## src/rtl/inst_fetch_if.sv

```systemverilog
// Instruction-fetch bus interface and IF/ID pipeline register.
// Issues one memory request per fetch, parks early data under stall, and feeds decode.
module inst_fetch_if #(
  parameter logic [31:0] RESET_PC = 32'h00000000
) (
  input  logic        clk,
  input  logic        rst,
  input  logic [31:0] pc_i,
  input  logic        ce_i,
  input  logic [5:0]  stall,
  input  logic        flush,
  output logic        mem_req_o,
  output logic [31:0] mem_addr_o,
  input  logic        mem_ack_i,
  input  logic [31:0] mem_rdata_i,
  output logic [31:0] id_pc_o,
  output logic [31:0] id_inst_o,
  output logic        stallreq_o
);

  localparam logic [1:0] IDLE = 2'd0;
  localparam logic [1:0] BUSY = 2'd1;
  localparam logic [1:0] HOLD = 2'd2;

  logic [1:0]  state;
  logic [31:0] hold_pc;
  logic [31:0] hold_inst;
  logic        deliver;
  logic [31:0] deliver_pc;
  logic [31:0] deliver_inst;
  logic        unused_stall;

  assign unused_stall = ^{stall[5:3], stall[0]};

  always_ff @(posedge clk or negedge rst) begin
    if (!rst) begin
      state      <= IDLE;
      mem_req_o  <= 1'b0;
      mem_addr_o <= 32'h0;
      hold_pc    <= 32'h0;
      hold_inst  <= 32'h0;
    end else if (flush) begin
      state      <= IDLE;
      mem_req_o  <= 1'b0;
      hold_pc    <= 32'h0;
      hold_inst  <= 32'h0;
    end else begin
      case (state)
        IDLE: begin
          if (ce_i) begin
            mem_addr_o <= pc_i;
            mem_req_o  <= 1'b1;
            state      <= BUSY;
          end
        end
        BUSY: begin
          // A completed transfer is never dropped: if IF is stalled it is parked.
          if (mem_ack_i) begin
            mem_req_o <= 1'b0;
            if (stall[1]) begin
              hold_pc   <= mem_addr_o;
              hold_inst <= mem_rdata_i;
              state     <= HOLD;
            end else begin
              state <= IDLE;
            end
          end
        end
        HOLD: begin
          if (!stall[1]) state <= IDLE;
        end
        default: begin
          state     <= IDLE;
          mem_req_o <= 1'b0;
        end
      endcase
    end
  end

  always_comb begin
    deliver      = 1'b0;
    deliver_pc   = hold_pc;
    deliver_inst = hold_inst;
    if (!flush && !stall[1]) begin
      if (state == BUSY && mem_ack_i) begin
        deliver      = 1'b1;
        deliver_pc   = mem_addr_o;
        deliver_inst = mem_rdata_i;
      end else if (state == HOLD) begin
        deliver = 1'b1;
      end
    end
  end

  // IF stalled while ID runs inserts a bubble; both stalled freezes IF/ID.
  always_ff @(posedge clk or negedge rst) begin
    if (!rst) begin
      id_pc_o   <= RESET_PC;
      id_inst_o <= 32'h0;
    end else if (flush || (stall[1] && !stall[2])) begin
      id_pc_o   <= RESET_PC;
      id_inst_o <= 32'h0;
    end else if (!stall[1]) begin
      if (deliver) begin
        id_pc_o   <= deliver_pc;
        id_inst_o <= deliver_inst;
      end else begin
        id_pc_o   <= RESET_PC;
        id_inst_o <= 32'h0;
      end
    end
  end

  always_comb begin
    stallreq_o = 1'b0;
    if (!flush) begin
      case (state)
        IDLE:    stallreq_o = ce_i;
        BUSY:    stallreq_o = ~mem_ack_i;
        default: stallreq_o = 1'b0;
      endcase
    end
  end

endmodule

```

## config.mk

```make
export PLATFORM = sky130hd
export DESIGN_NAME = inst_fetch_if
export DESIGN_NICKNAME = d
export VERILOG_FILES = /design/src/rtl/inst_fetch_if.sv
export SDC_FILE = /design/constraint.sdc
export NUM_CORES = 1
export LEC_CHECK = 0
export ABC_AREA = 1
export ABC_CLOCK_PERIOD_IN_PS = 1300
export BUFFER_PORTS_ARGS = -buffer_cell sky130_fd_sc_hd__buf_2
export CAP_MARGIN = 20
export CORE_ASPECT_RATIO = 1.75
export CORE_UTILIZATION = 46
export DETAILED_ROUTE_END_ITERATION = 7
export PLACE_DENSITY = 0.82
export SETUP_SLACK_MARGIN = 0.1
export SLEW_MARGIN = 20
export SYNTH_ARGS = -nofsm -noshare
export SYNTH_HDL_FRONTEND = slang
export SYNTH_SLANG_ARGS = --single-unit
```

## constraint.sdc

```tcl
create_clock -name clk -period 1.3 [get_ports clk]
set_input_delay 0.195 -clock clk [delete_from_list [all_inputs] [get_ports clk]]
set_output_delay 0.195 -clock clk [all_outputs]
set_load 0.01 [all_outputs]
```

==> impl_summary.log <==
INFO  metric status = finished with violations
INFO  metric failed_checks = negative setup slack
INFO  metric grt_start_max_net_pins = 46
INFO  metric drt_iter0_markers = 455
INFO  metric postRouteAntennaNets = 0
INFO  metric dp.cells = 1161
INFO  metric ff_latch_area = 0.00409 mm2
INFO  metric hold_path.class = in2reg
INFO  metric nets = 1136
INFO  metric drv.max_cap_violation_count = 0
INFO  metric area_used_by_multi_input_combinational_logic = around 0.003 mm2
INFO  metric cp-end-kind = flop
INFO  metric cpPeakStageDelay = approximately 0.43 ns
INFO  metric grt_antenna_before_repair = 2
INFO  metric setup_total_negative_slack = -35.65 ns
INFO  metric grt-ovfl-total = 0
INFO  metric boundaryPins = 173
INFO  metric fmax = 603 MHz
INFO  metric yosys_most_used_dff = sky130_fd_sc_hd__dfrtp_1
INFO  metric slew_violations = 0
INFO  metric global_route_wire_length_before_repair = 30300 um
INFO  metric clk_pin_slew = ~0.070 ns
INFO  metric synth_area = 0.00688 mm2
INFO  metric cts-buffers-inserted = 17
INFO  metric viasPerCell = 5.28
INFO  metric power.internal = 9.23 mW
INFO  metric yosys_warnings = 0
INFO  metric residual_drc_count = 0
INFO  metric die_width = 94.4 um
INFO  metric drt-pass1-iter-count = 5
INFO  metric crit_family = buffers and inverters
INFO  metric min_period = 1.66 ns
INFO  metric worstMarginPinSlew = 0.621 ns
INFO  metric final_layout_size_suffix_gt1_share = 41.3%
INFO  metric drt-wirelength-per-cell = 17.0 um
INFO  metric setup_repair_after_global_routing_missed_its_margin = true
INFO  metric postLayoutSetupSlackWorst = -0.358 ns
INFO  metric post-route-period-util = 128%
INFO  metric synth_fp_nets = 905
INFO  metric grt_pass1_vias = 6136
INFO  metric worst_case_hold_slack = 0.00384 ns
INFO  metric p_leak = approximately 5.7 nW
INFO  metric clock_insertion_delay_worst_skew = 0.42 ns
INFO  metric final.fill_count = 1017
INFO  metric maxSlewHeadroom = 58.6%
INFO  metric top_cells_by_area_in_the_synthesized_netlist = sky130_fd_sc_hd__dfrtp_1 59%, sky130_fd_sc_hd__nand2_1 22%, sky130_fd_sc_hd__nand3_1 6.5%
INFO  metric row_count = 58
INFO  metric synth-async-reset-ratio = 100%
INFO  metric worst-path-max-fanout = 8
INFO  metric power.combinational.fraction = 16.1%
INFO  metric gp_routability_congestion = around 0.78
INFO  metric synth-edff-count = 0
INFO  metric power_frac_seq = 44.3%
INFO  metric cts_root_buf = sky130_fd_sc_hd__clkbuf_16
INFO  metric synth-seq-area-share = 59.3%
INFO  metric power.total = 12.6 mW
INFO  metric place_area = 0.00816 mm2
INFO  metric post-dp-hpwl = 11400 um
INFO  metric critPathArrivalTime = 2.01 ns
INFO  metric final_design_area_no_fill = 0.0103 mm2
INFO  metric area.growth.synth_to_final = 49.6%
INFO  metric hold_viol = 0
INFO  metric synth.avg_cell_area = 8.29 um2
INFO  metric worstSetupStartpointType = flop
INFO  metric power_frac_clock = 39.6%
INFO  metric core = 0.0145 mm2
INFO  metric cts_num_sinks = 163
INFO  metric initial_utilization = 47.4%
INFO  metric critical_path_class = reg2reg
INFO  metric finalClockSkew = about 0.0095 ns
INFO  metric grt_use_total = 25.6%
INFO  metric worstPathBufferInverterCount = 5
INFO  metric cts_max_path_buffers = 2
INFO  metric power_per_cell_area = 1220 mW/mm2
INFO  metric layout.cells.most_common = sky130_fd_sc_hd__nand2_1
INFO  metric required = around 1.7 ns
INFO  metric htree_levels = 4
INFO  metric vias = 6623
INFO  metric fin_util = 70.9%
INFO  metric instances_no_fill = 1255
INFO  metric cpMaxStageDelayCell = sky130_fd_sc_hd__dfrtp_1
INFO  metric synth_largest_area_cell = sky130_fd_sc_hd__dfrtp_1
INFO  metric max-vdd-ir-drop = 0.986 mV
INFO  metric place.port_buffers = 168
INFO  metric synthCells = 830
INFO  metric post-place-ws = -0.0521 ns
INFO  metric synthDistinctLibCells = 16
INFO  metric setup-violations-final = 148
INFO  metric yosysTopAreaCellShare = between 50% and 60%
INFO  metric layout.cells.most_common_list = 325 x sky130_fd_sc_hd__nand2_1, 162 x sky130_fd_sc_hd__buf_2, 156 x sky130_fd_sc_hd__dfrtp_1
INFO  metric p_sw_share = 26.7%
INFO  metric worstPathCellList = buf_6 > inv_4 > nand2_4 > nor2_4 > buf_12 > buf_12 > buf_12 > nand2_2 > nand2_1 > nand2_1 > nand2_1
INFO  metric synth-seq-cells = 163
INFO  metric p_sw = 3.36 mW
INFO  metric cts_tree = built
INFO  metric die_h = 164 um
INFO  metric wl = 21400 um
INFO  metric dieArea = about 0.015 mm2
registers in the layout, summed over array words and instances (netlist names):
| signal | count |
|---|---|
| state | 2 |
| mem_req_o | 1 |
| mem_addr_o | 32 |
| hold_inst | 32 |
| id_pc_o | 32 |
| id_inst_o | 32 |
| hold_pc | 32 |
final timing paths:
check                              startpoint        endpoint  slack, ns  depth (start not counted)
worst max-delay path                 state[1]      id_pc_o[6]      -0.36                         11
worst min-delay path                 pc_i[22]  mem_addr_o[22]      0.004                          3
worst max register to register       state[1]      id_pc_o[6]      -0.36                         11
worst min register to register  id_inst_o[15]   id_inst_o[15]       0.47                          2
max in group asynchronous                 rst   id_inst_o[14]       0.50                          3
min in group asynchronous                 rst  mem_addr_o[15]       0.27                          2
Yosys cell counts, types with 4 or more instances:
master	count
sky130_fd_sc_hd__buf_1	5
sky130_fd_sc_hd__dfrtp_1	163
sky130_fd_sc_hd__inv_1	36
sky130_fd_sc_hd__o21ai_0	54
sky130_fd_sc_hd__nand3_1	89
sky130_fd_sc_hd__inv_2	5
sky130_fd_sc_hd__nand2_1	403
sky130_fd_sc_hd__o21ai_1	20
sky130_fd_sc_hd__buf_6	4
sky130_fd_sc_hd__clkbuf_1	12
sky130_fd_sc_hd__nor2_1	7
sky130_fd_sc_hd__buf_2	27
cells by family after synthesis:
logic type             Yosys count  share of synthesized area (%)
AOI/OAI and AO/OA               76                           5.58
buffers and inverters           89                           5.78
DFF                            163                           59.3
and+or+nand+nor                502                           29.3
power by group through the flow:
stage	Clock (mW)	Combinational [mW]	Sequential (mW)
2_1_floorplan	0	0.454	5.70
3_3_place_gp	0	1.16	5.63
3_5_place_dp	0	1.19	5.64
4_1_cts	5.02	1.37	5.55
5_1_grt	5.30	2.19	5.61
6_report	4.98	2.03	5.58
area by class of cell:
class                   count  area share [%]
flip-flops and latches    163            39.7
well taps                 180            2.19
multi-input cells         578            29.4
inverters                  41            1.52
repair buffers            260            21.4
clock buffers              24            4.88
clock inverters             8           0.863
diodes                      1          0.0243
worst min-delay path, stage by stage:
cell and delay, ns:
sky130_fd_sc_hd__buf_2 0.09, sky130_fd_sc_hd__inv_1 0.04, sky130_fd_sc_hd__o21ai_1 0.05
repair_timing:
item / in CTS / in global routing
setup buffers: 9 / 33
resized for setup: 47 / 213
endpoints found under the hold margin: 32 / 1
endpoints found under the setup margin: 150 / 193
pin swaps: 4 / 32
cloned: 10 / 8
hold buffers: 3 / 1
metal layers:
layer / wire length, um / track usage [%]
met3: 1200 / 4.21
met5: 9 / 0
met1: 7790 / 30.4
met2: 11600 / 44.5
met4: 750 / 12.2
(Power assumes the default switching activity.)
